===== src/rtl/poly_pkg.sv =====
// Shared types and constants for the polynomial evaluator front-end.
// Holds the feeder FSM encoding and the operand beat indices.
package poly_pkg;

  localparam int DATA_W = 8;

  localparam logic [1:0] OP_A = 2'd0;
  localparam logic [1:0] OP_B = 2'd1;
  localparam logic [1:0] OP_C = 2'd2;
  localparam logic [1:0] OP_X = 2'd3;

  typedef enum logic [1:0] {
    S_ACCEPT,
    S_GO,
    S_GAP,
    S_WAIT_RES
  } feeder_state_t;

endpackage


===== src/rtl/result_slot.sv =====
// One-entry valid/ready holding register for evaluator results.
// A load is only issued while the slot is empty.
module result_slot
  import poly_pkg::*;
(
  input  logic              Clock,
  input  logic              Reset,
  input  logic              load,
  input  logic [DATA_W-1:0] load_data,
  output logic              out_valid,
  input  logic              out_ready,
  output logic [DATA_W-1:0] out_data,
  output logic              full
);

  always_ff @(posedge Clock or posedge Reset) begin
    if (Reset) begin
      out_valid <= 1'b0;
      out_data  <= '0;
    end else if (load) begin
      out_valid <= 1'b1;
      out_data  <= load_data;
    end else if (out_valid && out_ready) begin
      out_valid <= 1'b0;
    end
  end

  assign full = out_valid;

endmodule


===== src/rtl/poly_operand_feeder.sv =====
// Replays A,B,C,X beats onto the evaluator Go/DataIn handshake
// and buffers the evaluator result on a valid/ready stream.
module poly_operand_feeder
  import poly_pkg::*;
#(
  parameter int TIMEOUT = 16
) (
  input  logic              Clock,
  input  logic              Reset,
  input  logic              in_valid,
  output logic              in_ready,
  input  logic [DATA_W-1:0] in_data,
  output logic              Go,
  output logic [DATA_W-1:0] DataIn,
  input  logic [DATA_W-1:0] DataResult,
  input  logic              ResultValid,
  output logic              out_valid,
  input  logic              out_ready,
  output logic [DATA_W-1:0] out_data,
  output logic              err
);

  localparam int CW = $clog2(TIMEOUT + 1);

  feeder_state_t     state, state_d;
  logic [1:0]        k, k_d;
  logic [DATA_W-1:0] opnd, opnd_d;
  logic [CW-1:0]     cnt, cnt_d;
  logic              load;
  logic              full;

  always_ff @(posedge Clock or posedge Reset) begin
    if (Reset) begin
      state <= S_ACCEPT;
      k     <= OP_A;
      opnd  <= '0;
      cnt   <= '0;
    end else begin
      state <= state_d;
      k     <= k_d;
      opnd  <= opnd_d;
      cnt   <= cnt_d;
    end
  end

  always_comb begin
    state_d  = state;
    k_d      = k;
    opnd_d   = opnd;
    cnt_d    = cnt;
    load     = 1'b0;
    err      = 1'b0;
    in_ready = 1'b0;
    Go       = 1'b0;
    DataIn   = '0;
    unique case (state)
      S_ACCEPT: begin
        in_ready = !Reset;
        if (in_valid) begin
          opnd_d  = in_data;
          state_d = S_GO;
        end
      end
      S_GO: begin
        Go      = 1'b1;
        DataIn  = opnd;
        state_d = S_GAP;
      end
      S_GAP: begin
        DataIn = opnd;
        if (k == OP_X) begin
          k_d     = OP_A;
          cnt_d   = '0;
          state_d = S_WAIT_RES;
        end else begin
          k_d     = k + 2'd1;
          state_d = S_ACCEPT;
        end
      end
      S_WAIT_RES: begin
        // evaluator holds its result until next Go, so a full slot just stalls
        if (ResultValid) begin
          if (!full) begin
            load    = 1'b1;
            state_d = S_ACCEPT;
          end
        end else if (cnt == CW'(TIMEOUT)) begin
          err     = 1'b1;
          k_d     = OP_A;
          state_d = S_ACCEPT;
        end else begin
          cnt_d = cnt + CW'(1);
        end
      end
      default: state_d = S_ACCEPT;
    endcase
  end

  result_slot u_slot (
    .Clock     (Clock),
    .Reset     (Reset),
    .load      (load),
    .load_data (DataResult),
    .out_valid (out_valid),
    .out_ready (out_ready),
    .out_data  (out_data),
    .full      (full)
  );

endmodule


===== config.mk =====
export PLATFORM = sky130hd
export DESIGN_NAME = poly_operand_feeder
export DESIGN_NICKNAME = d
export VERILOG_FILES = /design/src/rtl/poly_pkg.sv /design/src/rtl/result_slot.sv /design/src/rtl/poly_operand_feeder.sv
export SDC_FILE = /design/constraint.sdc
export NUM_CORES = 1
export LEC_CHECK = 0
export CAP_MARGIN = 15
export CORE_AREA = 2 2 65 55
export CTS_BUF_LIST = sky130_fd_sc_hd__clkbuf_16
export DETAILED_ROUTE_END_ITERATION = 7
export DIE_AREA = 0 0 67 57
export GPL_TIMING_DRIVEN = 0
export PLACE_DENSITY = 0.75
export SLEW_MARGIN = 10
export SYNTH_ARGS = -nofsm -noshare
export SYNTH_HDL_FRONTEND = slang
export SYNTH_SLANG_ARGS = --single-unit

===== constraint.sdc =====
create_clock -name Clock -period 2 [get_ports Clock]
set_input_delay 0.5 -clock Clock [delete_from_list [all_inputs] [get_ports Clock]]
set_output_delay 0.5 -clock Clock [all_outputs]
set_load 0.01 [all_outputs]

==> impl_metrics.sql <==
INSERT INTO impl_metrics (metric_group, metric, value, unit) VALUES
('global_routing', 'grt.total_usage', '18.4', '%'),
('critical_path', 'critical_path.cell_chain', 'inv_2, ha_4, and2_1, dlygate4sd2_1', ''),
('synth', 'mappedNetlistArea', '0.00139', 'mm²'),
('synth', 'mappedNetlistNets', '149', ''),
('synth', 'post_synth_most_frequent_cells', '26 x sky130_fd_sc_hd__dfrtp_1, 16 x sky130_fd_sc_hd__mux2_2, 8 x sky130_fd_sc_hd__and2_1, 8 x sky130_fd_sc_hd__ha_1, 8 x sky130_fd_sc_hd__nand3_1', ''),
('timing', 'max-slew-margin-rel', '34.1', '%'),
('placed_design', 'routabilityCongestion', '0.838', ''),
('drt', 'vias_per_cell', '5.22', ''),
('global_routing', 'globalRoute.totalOverflow', '0', ''),
('final_layout', 'fin_util', '60.6', '%'),
('final_layout', 'syn2layout_area_growth', '41.1', '%'),
('pwr', 'worst_ir_drop_vdd', '0.000773', 'V'),
('timing', 'max_clock_freq', '518', 'MHz'),
('floorplanning', 'die_span_in_x', '67', 'µm'),
('critical_path', 'timing.rr.end', 'cnt[4]', ''),
('run_status', 'outcome', 'finished, final reports clean', ''),
('final_layout', 'num_antenna_cells', '0', ''),
('clock_tree', 'number_of_buffers_inserted_during_clock_tree_synthesis', '3', ''),
('floorplanning', 'placement_rows', '19', ''),
('global_routing', 'grt_antenna_before_repair', '0', ''),
('critical_path', 'setup.worst_path.end_class', 'output pin', ''),
('floorplanning', 'starting_density', '42.9', '%'),
('synth', 'syn-mean-instance-area', '11.6', 'µm²'),
('clock_tree', 'h-tree-depth', '1', ''),
('timing', 'grt_setup_unrepaired', 'false', ''),
('timing', 'min_period_over_period', '96.6', '%'),
('synth', 'ys_dominant_reg_cell', 'sky130_fd_sc_hd__dfrtp_1', ''),
('critical_path', 'r2r-start', 'state[0]', ''),
('drt', 'drt-pass1-iter-count', '4', ''),
('placed_design', 'dp_worst_setup_slack', '-0.314', 'ns'),
('critical_path', 'crit_start', 'state[0]', ''),
('clock_tree', 'clock_insertion_delay_worst_skew', '0.26', 'ns'),
('clock_tree', 'tritoncts', 'yes', ''),
('drt', 'wl_per_cell', '14.5', 'µm'),
('timing', 'report.final.setup_viol', '0', ''),
('synth', 'synth-edff-count', '0', ''),
('pwr', 'pwr_density_cell', '1520', 'mW/mm²'),
('job', 'max_capacitance_violation_count', '0', ''),
('timing', 'worstMarginPinSlew', '0.987', 'ns'),
('global_routing', 'grt_max_degree', '27', ''),
('placed_design', 'post-dp-hpwl', '2250', 'µm'),
('floorplanning', 'die-area', '0.00382', 'mm²'),
('drt', 'drt-total-wl', '3050', 'µm'),
('clock_tree', 'clk_root_buffer_cell', 'sky130_fd_sc_hd__clkbuf_16', ''),
('hold_path', 'timing.hold.worst.start', 'opnd[0]', ''),
('critical_path', 'worst_setup_path_start_kind', 'register', ''),
('timing', 'final.setup.tns', '0', 'ns'),
('critical_path', 'cp_top_family', 'flip-flops', ''),
('synth', 'synthTopCellsByArea', 'sky130_fd_sc_hd__dfrtp_1 47%, sky130_fd_sc_hd__mux2_2 13%, sky130_fd_sc_hd__ha_1 7.2%, sky130_fd_sc_hd__and2_1 3.6%, sky130_fd_sc_hd__o311ai_2 3.5%', ''),
('final_layout', 'num-nets-final', '198', ''),
('placed_design', 'placement.io_buffers', '40', ''),
('synth', 'netlist.area_leader.share', '46.9', '%'),
('critical_path', 'critical_path_class', 'reg2out', ''),
('clock_tree', 'tritoncts_num_sinks', '26', ''),
('hold_path', 'holdPathStages', '1', ''),
('timing', 'final-max-slew-violation-count', '0', ''),
('critical_path', 'setup.reg_to_reg.worst_slack', '0.18', 'ns'),
('drt', 'drc_errors', '0', ''),
('synth', 'synth_compound_area_share', '10.7', '%'),
('pwr', 'power_leakage', '0.000871', 'µW'),
('hold_path', 'hold_path_class', 'reg2reg', ''),
('global_routing', 'grt_pass1_wl', '5330', 'µm'),
('drt', 'dr_total_vias', '1096', ''),
('critical_path', 'critPathBufInv', '2', ''),
('timing', 'hold_viol_final', '0', ''),
('pwr', 'totalPowerFinal', '2990', 'µW'),
('drt', 'drt_iter0_drc', '37', ''),
('timing', 'tmin_final', '1.93', 'ns'),
('critical_path', 'timing.critical_path.arrival', '1.43', 'ns'),
('floorplanning', 'fp.coreArea', '0.00323', 'mm²'),
('critical_path', 'critPathMaxStageDelay', '0.39', 'ns');
## layout by cell type, fill, tap and decap left out, types with 2 or more instances in the layout
cell / count
sky130_fd_sc_hd__clkbuf_2: 2
sky130_fd_sc_hd__and2_1: 8
sky130_fd_sc_hd__clkdlybuf4s50_1: 28
sky130_fd_sc_hd__ha_1: 7
sky130_fd_sc_hd__inv_2: 2
sky130_fd_sc_hd__nand2_1: 5
sky130_fd_sc_hd__o311ai_2: 3
sky130_fd_sc_hd__dfrtp_1: 26
sky130_fd_sc_hd__nor2_1: 3
sky130_fd_sc_hd__dlymetal6s2s_1: 2
sky130_fd_sc_hd__mux2_2: 16
sky130_fd_sc_hd__nand2b_1: 3
sky130_fd_sc_hd__inv_1: 5
sky130_fd_sc_hd__dlygate4sd2_1: 9
sky130_fd_sc_hd__a21oi_1: 3
sky130_fd_sc_hd__o21ai_0: 6
sky130_fd_sc_hd__nand3_1: 8
sky130_fd_sc_hd__buf_6: 2
sky130_fd_sc_hd__buf_4: 4
sky130_fd_sc_hd__o211ai_1: 3
sky130_fd_sc_hd__mux2i_1: 2
sky130_fd_sc_hd__clkbuf_16: 3
sky130_fd_sc_hd__nand3b_1: 2
## report_power, final
group	total, µW	internal (µW)	switching (µW)
combinational	1600	877	719
clock	440	267	173
sequential	950	784	165
total	2990	1930	1060
## worst register-to-register path: stages (launching register included)
cell                       delay (ns)
sky130_fd_sc_hd__dfrtp_1         0.39
sky130_fd_sc_hd__buf_4           0.15
sky130_fd_sc_hd__ha_1            0.20
sky130_fd_sc_hd__buf_6           0.14
sky130_fd_sc_hd__and2_4          0.14
sky130_fd_sc_hd__buf_6           0.12
sky130_fd_sc_hd__or2_4           0.28
sky130_fd_sc_hd__o311ai_2        0.29
## state kept, by name, indices dropped and copies added (netlist names)
name             flops
u_slot.out_data      8
u_slot.full          1
k                    2
state                2
opnd                 8
cnt                  5
## through the flow
step / cell area (µm²) / std cells
after floorplan: 1390 / 120
after global placement: 1840 / 202
after detailed placement: 1840 / 202
after CTS: 1940 / 208
after global routing: 1960 / 210
final: 1960 / 210
## layout make-up
| class | instances | area (µm²) |
|---|---|---|
| multi-input combinational | 83 | 699 |
| clock buffer | 3 | 75.1 |
| clock inverter | 1 | 3.75 |
| timing repair buffer | 44 | 419 |
| fill | 284 | 1270 |
| buffer | 4 | 31.3 |
| sequential | 26 | 651 |
| tap | 42 | 52.6 |
| inverter | 7 | 26.3 |
## how the worst max path moves through the flow
| stage | end | slack (ns) | cells after the start |
|---|---|---|---|
| after floorplan | cnt[3] | 0.42 | 6 |
| after global placement | err | -0.30 | 4 |
| after detailed placement | err | -0.31 | 4 |
| after CTS | err | 0.008 | 4 |
| after global routing | DataIn[0] | 0.006 | 4 |
| final | DataIn[7] | 0.07 | 4 |
## routing by layer
| layer | vias up | wire length [µm] | part of all wire (%) | GRT usage, % |
|---|---|---|---|---|
| met2 | 27 | 1450 | 48 | 29.4 |
| met3 | 8 | 156 | 5.1 | 4.93 |
| met4 | 0 | 86 | 2.8 | 7.87 |
| met5 | - | 0 | 0 | 0 |
| met1 | 539 | 1360 | 44 | 23.6 |
| li1 | 522 | - | - | - |
## cell families after synthesis
logic type               count (synthesis)
flip-flops                              26
AND/OR/NAND/NOR                         38
adder cells (fa/ha/maj)                  8
buffers and inverters                   11
AO/OA/AOI/OAI                           19
multiplexers                            18
## repair_timing
item | in CTS | in global routing
hold endpoints to repair | 0 | 0
gates resized for setup | 15 | 3
buffers inserted | 2 | 2
setup endpoints to repair | 11 | 9
No activity file was read; power rests on OpenSTA's default activity.
